File: src/rtl/table_search_pkg.sv
// Shared types and defaults for the table key search engine.
package table_search_pkg;

  typedef enum logic [1:0] {IDLE, SCAN, DONE} ts_state_e;

  localparam int TS_DEPTH  = 7;
  localparam int TS_DATA_W = 8;
  localparam int TS_KEY_W  = 4;

  // Power-on contents of entry i.
  function automatic int unsigned ts_default(input int unsigned i);
    return i + 1;
  endfunction

endpackage

File: src/rtl/table_search_regfile.sv
// DEPTH x DATA_W table: async reset to defaults, one write port, one combinational read port.
module table_search_regfile
  import table_search_pkg::*;
#(
  parameter int DEPTH  = TS_DEPTH,
  parameter int DATA_W = TS_DATA_W,
  localparam int IDX_W = $clog2(DEPTH)
) (
  input  logic              clk,
  input  logic              rst_n,
  input  logic              we,
  input  logic [IDX_W-1:0]  waddr,
  input  logic [DATA_W-1:0] wdata,
  input  logic [IDX_W-1:0]  raddr,
  output logic [DATA_W-1:0] rdata
);

  logic [DATA_W-1:0] mem [DEPTH];

  // Addresses past the last entry are silently dropped.
  always_ff @(posedge clk or negedge rst_n) begin
    if (!rst_n) begin
      for (int i = 0; i < DEPTH; i++) mem[i] <= DATA_W'(ts_default(i));
    end else if (we && int'(waddr) < DEPTH) begin
      mem[waddr] <= wdata;
    end
  end

  always_comb begin
    rdata = '0;
    if (int'(raddr) < DEPTH) rdata = mem[raddr];
  end

endmodule

File: src/rtl/table_key_search.sv
// Sequential first-match key search: streams non-matching entries, stops on the first hit.
module table_key_search
  import table_search_pkg::*;
#(
  parameter int DEPTH  = TS_DEPTH,
  parameter int DATA_W = TS_DATA_W,
  parameter int KEY_W  = TS_KEY_W,
  localparam int IDX_W = $clog2(DEPTH)
) (
  input  logic              clk,
  input  logic              rst_n,
  input  logic              wr_en,
  input  logic [IDX_W-1:0]  wr_addr,
  input  logic [DATA_W-1:0] wr_data,
  input  logic              key_valid,
  output logic              key_ready,
  input  logic [KEY_W-1:0]  key,
  output logic              out_valid,
  input  logic              out_ready,
  output logic [DATA_W-1:0] out_data,
  output logic [IDX_W-1:0]  out_idx,
  output logic              done,
  output logic              hit,
  output logic [IDX_W-1:0]  hit_idx
);

  localparam logic [IDX_W-1:0] LAST = IDX_W'(DEPTH - 1);

  ts_state_e         state;
  logic [IDX_W-1:0]  idx;
  logic [KEY_W-1:0]  key_q;
  logic [DATA_W-1:0] rd_data;
  logic              match;

  // Writes only land while idle, so a scan always sees a frozen table.
  table_search_regfile #(.DEPTH(DEPTH), .DATA_W(DATA_W)) u_regfile (
    .clk   (clk),
    .rst_n (rst_n),
    .we    (wr_en && state == IDLE),
    .waddr (wr_addr),
    .wdata (wr_data),
    .raddr (idx),
    .rdata (rd_data)
  );

  assign match     = (DATA_W'(key_q) == rd_data);
  assign out_valid = (state == SCAN) && !match;
  assign out_data  = out_valid ? rd_data : '0;
  assign out_idx   = out_valid ? idx : '0;

  always_ff @(posedge clk or negedge rst_n) begin
    if (!rst_n) begin
      state     <= IDLE;
      idx       <= '0;
      key_q     <= '0;
      hit       <= 1'b0;
      hit_idx   <= '0;
      done      <= 1'b0;
      key_ready <= 1'b1;
    end else begin
      done <= 1'b0;
      case (state)
        IDLE: if (key_valid) begin
          key_q     <= key;
          idx       <= '0;
          hit       <= 1'b0;
          hit_idx   <= '0;
          key_ready <= 1'b0;
          state     <= SCAN;
        end
        SCAN: if (match) begin
          hit     <= 1'b1;
          hit_idx <= idx;
          done    <= 1'b1;
          state   <= DONE;
        end else if (out_ready) begin
          if (idx == LAST) begin
            done  <= 1'b1;
            state <= DONE;
          end else begin
            idx <= idx + IDX_W'(1);
          end
        end
        DONE: begin
          key_ready <= 1'b1;
          state     <= IDLE;
        end
        default: state <= IDLE;
      endcase
    end
  end

endmodule
File: config.mk
export PLATFORM = sky130hd
export DESIGN_NAME = table_key_search
export DESIGN_NICKNAME = d
export VERILOG_FILES = /design/src/rtl/table_search_pkg.sv /design/src/rtl/table_search_regfile.sv /design/src/rtl/table_key_search.sv
export SDC_FILE = /design/constraint.sdc
export NUM_CORES = 1
export LEC_CHECK = 0
export CAP_MARGIN = 5
export CORE_MARGIN = 2
export CORE_UTILIZATION = 40
export CTS_CLUSTER_DIAMETER = 40
export DETAILED_ROUTE_END_ITERATION = 8
export HOLD_SLACK_MARGIN = 0.06
export PLACE_DENSITY = 0.61
export SETUP_SLACK_MARGIN = 0.02
export SLEW_MARGIN = 20
export SYNTH_ARGS = -nofsm -noshare
export SYNTH_HDL_FRONTEND = slang
export SYNTH_HIERARCHICAL = 1
export SYNTH_SLANG_ARGS = --single-unit
File: constraint.sdc
create_clock -name clk -period 3.5 [get_ports clk]
set_clock_uncertainty 0.2 [all_clocks]
set_input_delay 0.7 -clock clk [delete_from_list [all_inputs] [get_ports clk]]
set_output_delay 0.7 -clock clk [all_outputs]
set_load 0.01 [all_outputs]
# After elaboration in Yosys (flattened, before gate mapping)
# Index checks and enable logic that the tools add are counted.
[totals]
in_bits = 20
output_inout_bits = 18
register_bits = 71
[classes]
reduce_logical = 13
n_bitwise = 2
addsub = 1
muxes = 29
n_eq_ne = 11
magnitude_cmp = 5
[op_table]
columns = ["op", "n"]
rows = [
  ["$bwmux 56", 1],
  ["$mux 8", 5],
  ["$bmux 8 s3", 1],
  ["$demux 8 s3", 1],
  ["$mux 3", 6],
  ["$pmux 3 s2", 2],
  ["$ne 2x2->1 const B", 5],
  ["$eq 4x8->1", 1],
  ["$ge 4x4->1 const B", 2],
  ["$mux 2", 4],
  ["$not 3->4", 2],
  ["$lt 3x3->1 const B", 2],
  ["$mux 1", 6],
  ["$reduce_and 3->1", 2],
  ["$reduce_and 5->1", 1],
  ["$logic_and 1x1->1", 4],
  ["$lt 4x1->1 const B", 1],
  ["$pmux 1 s2", 2],
  ["$pmux 2 s2", 1],
  ["$reduce_and 2->1", 2],
  ["$reduce_bool 2->1", 2],
  ["$add 3x1->3 const B", 1],
  ["$eq 3x3->1 const B", 1],
  ["$ne 3x2->1 const B", 1],
  ["5 further kinds", 5],
]

# Longest topological paths before layout
[logic_depth]
depth_word = 9
mapped_depth = 11

# Cells and area by module
# The synthesis kept the hierarchy.
[by_module_without_submodules]
columns = ["module", "seq_area_each_um2", "cells_per_inst", "area_each_um2", "n_inst"]
rows = [
  ["table_search_regfile", 1416.4, 189, 2665.1, 1],
  ["table_key_search", 376.6, 81, 822.0, 1],
]

# Worst setup path after synthesis
# OpenSTA, ideal clock, no wires.
[synth_timing]
path_kind = "register to output"
from = "register idx[2]"
to = "output out_data[0]"
arrival_time_ns = 2.128
n_path_buf = 2
stages_incl_launch_ff = 10
path_slack_ns = 0.472
t_required_ns = 2.600
cell_sequence = "dfrtp_1 clkbuf_1 nor2b_1 buf_1 a22o_1 a31oi_1 xor2_1 nor3_1 nor2_1 and2_1"
[synth_between]
elab_chain_cells = 9
elab_cells_between_ends = 10
classes_between = "1 x order compare; 1 x eq/ne; 5 x mux; 1 x bitwise; 2 x reduce/logical"
[synth_lines]
columns = ["item", "line_no", "text"]
rows = [
  ["start: declaration", "table_key_search.sv:30", "logic [IDX_W-1:0] idx;"],
  ["start signal: assignment", "table_key_search.sv:81", "idx <= idx + IDX_W'(1);"],
  ["$not 3->4 (not written as such)", "table_search_regfile.sv:31", "if (int'(raddr) < DEPTH) rdata = mem[raddr];"],
  ["$bmux 8 s3", "table_search_regfile.sv:31", ""],
  ["$mux 8 (not written as such) (2 in series)", "table_search_regfile.sv:31", ""],
  ["$mux 8 *", "table_search_regfile.sv:31", ""],
  ["net rd_data[2]", "table_key_search.sv:32", "logic [DATA_W-1:0] rd_data;"],
  ["$eq 4x8->1 *", "table_key_search.sv:46", "assign match = (DATA_W'(key_q) == rd_data);"],
  ["$logic_not 1->1 *", "table_key_search.sv:47", "assign out_valid = (state == SCAN) && !match;"],
  ["$logic_and 1x1->1 *", "table_key_search.sv:47", ""],
  ["net out_valid", "table_key_search.sv:18", "output logic out_valid,"],
  ["$mux 8 *", "table_key_search.sv:48", "assign out_data = out_valid ? rd_data : '0;"],
  ["end: declaration", "table_key_search.sv:20", "output logic [DATA_W-1:0] out_data,"],
]
# Mark *: on every way through the listed nets, which the timed path passes. The rest lies on a longest branch. The select of a mux whose other input is x is not followed.

# Worst setup path after layout
[layout_timing]
from = "register idx[1]"
to = "output out_idx[1]"
[layout_between]
elab_chain_cells = 9
elab_cells_between_ends = 10
classes_between = "1 x order compare; 1 x eq/ne; 5 x mux; 1 x bitwise; 2 x reduce/logical"
[layout_lines]
columns = ["item", "line_no", "text"]
rows = [
  ["$not 3->4 (not written as such)", "table_search_regfile.sv:31", ""],
  ["$bmux 8 s3", "table_search_regfile.sv:31", ""],
  ["$mux 8 (not written as such) (2 in series)", "table_search_regfile.sv:31", ""],
  ["$mux 8 *", "table_search_regfile.sv:31", ""],
  ["net rd_data[5]", "table_key_search.sv:32", ""],
  ["$eq 4x8->1 *", "table_key_search.sv:46", ""],
  ["$logic_not 1->1 *", "table_key_search.sv:47", ""],
  ["$logic_and 1x1->1 *", "table_key_search.sv:47", ""],
  ["$mux 3 *", "table_key_search.sv:49", "assign out_idx = out_valid ? idx : '0;"],
  ["end: declaration", "table_key_search.sv:21", "output logic [IDX_W-1:0] out_idx,"],
]
# Marks and branches as above.

==> qor.yml <==
coreArea_um2: 8593
ys.flop_type: "dfrtp_1"
yosysWarnings: 6
post-route-min-period_ps: 3554
drc: 0
grt_pass1_vias: 2433
relSlewSlack_pct: 54.82
fin_cells: 451
layout_setup_ws_ps: -53.84
die-area_um2: 9481
rows: 34
cts_root_buf: "clkbuf_8"
die_x_um: 97.37
yosysSeqAreaShare_pct: 51.42
synth_top_cell_area_share_pct: 41.62
rsz0062_at_grt: "true"
area_delta_synth_final_pct: 31.58
h-tree-depth: 3
die_h_um: 97.37
cts_max_path_buffers: 2
clk_pin_slew_ps: 80
synth_top_family_by_area: "multiplexers"
synthXorXnorAreaFrac_pct: 1.005
rrSetupSlack_ps: 180
syn_inst: 270
drt-wirelength-per-cell_um: 17.43
grt_pass1_wl_um: 12770
place_ws_ps: -69.53
violations: "setup timing"
antenna_found_initial: 0
nNetsFinal: 360
place.port_buffers: 37
ys_ff_latch: 71
drt-total-wl_um: 7860
grt_max_degree: 37
path_buf_inv: 3
synth_area_leaders: "dfrtp_1 (42%), mux2_2 (20%), dfstp_2 (9.8%), mux2i_1 (7.2%), a22o_1 (2.0%)"
syn_nets: 292
holdCritPathClass: "flop to flop"
path_cells: "buf_6, buf_16, mux2i_1, or2_4, a31oi_4, nor4_4, nand2_2, nor3_4, nor2_4, and2_1, buf_2"
io_pins: 38
synthAdderAreaFrac_pct: 0.7176
worst_pin_slew_ps: 674.1
multiInputGateArea_um2: 1723
yosysUniqueCellTypes: 37
yosys.area_share.simple_pct: 12.02
final.fill_count: 723
synth_mux_area_share_pct: 26.87
status: "finished, violations left"
netlist_area_um2: 3487
cts_made_buffers: 9
place_congestion: 0.7837
drv_cap: 0
finalSetupViolCount: 8
grt_usage_pct: 17.42
dp.cells: 424
start_util_pct: 40.58
yosys.area.top_type: "dfrtp_1"
cp-start-kind: "flop"
clock_latency_ps: 350
first_pass_iters: 4
setup_tns_ps: -300.2
synth-async-reset-ratio_pct: 100.0
antenna_cells: 0
critPathKind: "flop to output pin"
cts_tree: "built"
crit_path_end_kind: "output pin"
cpMaxStageDelayCell: "dfrtp_2"
drive_above_1_share_pct: 47.52
synth-compound-area-share_pct: 5.526
avgSynthCellArea_um2: 12.92
p_per_area_nw_per_um2: 1006
leakagePower_uw: 0.001983
regArea_um2: 1794
vias: 2364
final_antenna_net_count: 0
crit_fanout: 5
vdd_drop_max_mv: 0.4028
hpwl_um: 5116
grt_remaining_overflow: 0
hold_viol_final: 0
first_iter_violations: 59
via_per_inst: 5.242
slew_violations: 0
worstPathRequired_ps: 2600
max_freq_mhz: 281.4
crit_arrival_ps: 2650
max_stage_delay_ps: 480
period_share_pct: 101.5
crit_family: "simple AND/OR/NAND/NOR gates"
clock_sinks: 71
synth_edf_count: 0
final_core_util_pct: 53.39
==> flip-flops by register name, summed over array words and instances (netlist names) <==
signal	count
done	1
hit	1
hit_idx	3
idx	3
key_q	4
key_ready	1
state	2
u_regfile/mem	56
==> Yosys cell counts (2+ instances only) <==
master	count
mux2_2	61
dfrtp_1	58
mux2i_1	25
nand2_1	16
dfstp_2	13
and2_1	10
a31oi_1	9
a22o_1	8
o21ai_0	8
or2_2	8
inv_1	6
nor2b_1	5
clkbuf_1	4
nor2_1	4
buf_4	3
nand3b_1	3
nand4b_1	3
xnor2_1	3
buf_2	2
ha_1	2
nor3_4	2
nor3b_4	2
==> kinds of logic (layout without fill, tap and decap cells) <==
group,count (synthesis),after routing
mux,86,86
flops,71,71
simple gates,62,63
compound gates,28,28
buf+inv,17,89
xor+xnor,4,4
fa+ha+maj,2,2
==> path summary, 6_finish.rpt <==
check	start	to	cells after the start
max	idx[1]	out_idx[1]	11
min	key_ready	key_ready	2
max reg2reg	idx[1]	idx[1]	12
min in group asynchronous	rst_n	state[1]	2
min reg2reg	key_ready	key_ready	2
max in group asynchronous	rst_n	u_regfile/mem[41]	3
==> routing by layer <==
metal	wire (µm)	GRT usage (%)	part of all wire [%]	up-vias
met1	3588	22.03	46	1209
met4	91	4.701	1.2	0
met5	0	0	0	-
met2	3847	28.33	49	43
li1	-	-	-	1102
met3	333	6.403	4.2	10
==> worst min-delay path: stages, from the launching register on <==
cell     delay (ps)
dfstp_2         370
o21ai_0          50
o21ai_0          70
==> through the flow <==
stage | power, µW | cell area [µm²] | hold slack, ps
global route | 4908 | 4588 | 320.6
CTS | 4462 | 4503 | 300.7
detailed placement | 3428 | 4088 | 289.6
floorplan | 2626 | 3487 | 204.4
global placement | 3395 | 4088 | 283.0
finish | 4616 | 4588 | 296.5
==> timing repair <==
item                                    in CTS  in global routing
setup buffers                                4                  2
hold endpoints to repair                     9                  0
endpoints found under the setup margin       8                  9
gates cloned                                 4                  0
pin swaps                                   17                  8
hold buffers                                 1                  0
gates resized for setup                     51                 14
==> cell type report <==
| class | instances | share of cell area, % |
|---|---|---|
| inverters | 6 | 0.4909 |
| repair buffers | 67 | 14.56 |
| well taps | 108 | 2.945 |
| clock inverters | 6 | 2.345 |
| clock buffers | 10 | 3.000 |
| multi-input cells | 183 | 37.55 |
| flip-flops and latches | 71 | 39.11 |
==> cells in the final DEF, fill, tap and decap left out, types with 7 or more instances in the layout <==
master / Yosys / layout
dfstp_2: 13 / 13
buf_4: 3 / 22
buf_6: 1 / 8
a22o_1: 8 / 8
mux2_2: 61 / 61
dfrtp_1: 58 / 57
nand2_1: 16 / 15
o21ai_0: 8 / 8
mux2i_1: 25 / 25
clkdlybuf4s50_1: 0 / 28
or2_2: 8 / 7
clkbuf_8: 0 / 10
==> power breakdown <==
part / switching [µW] / leakage [µW] / internal (µW)
logic: 992 / 0.000997 / 1350
clock network: 306 / 0.000122 / 490
registers: 227 / 0.000864 / 1250
total: 1530 / 0.00198 / 3090
Power figures use the tool's default switching activity.
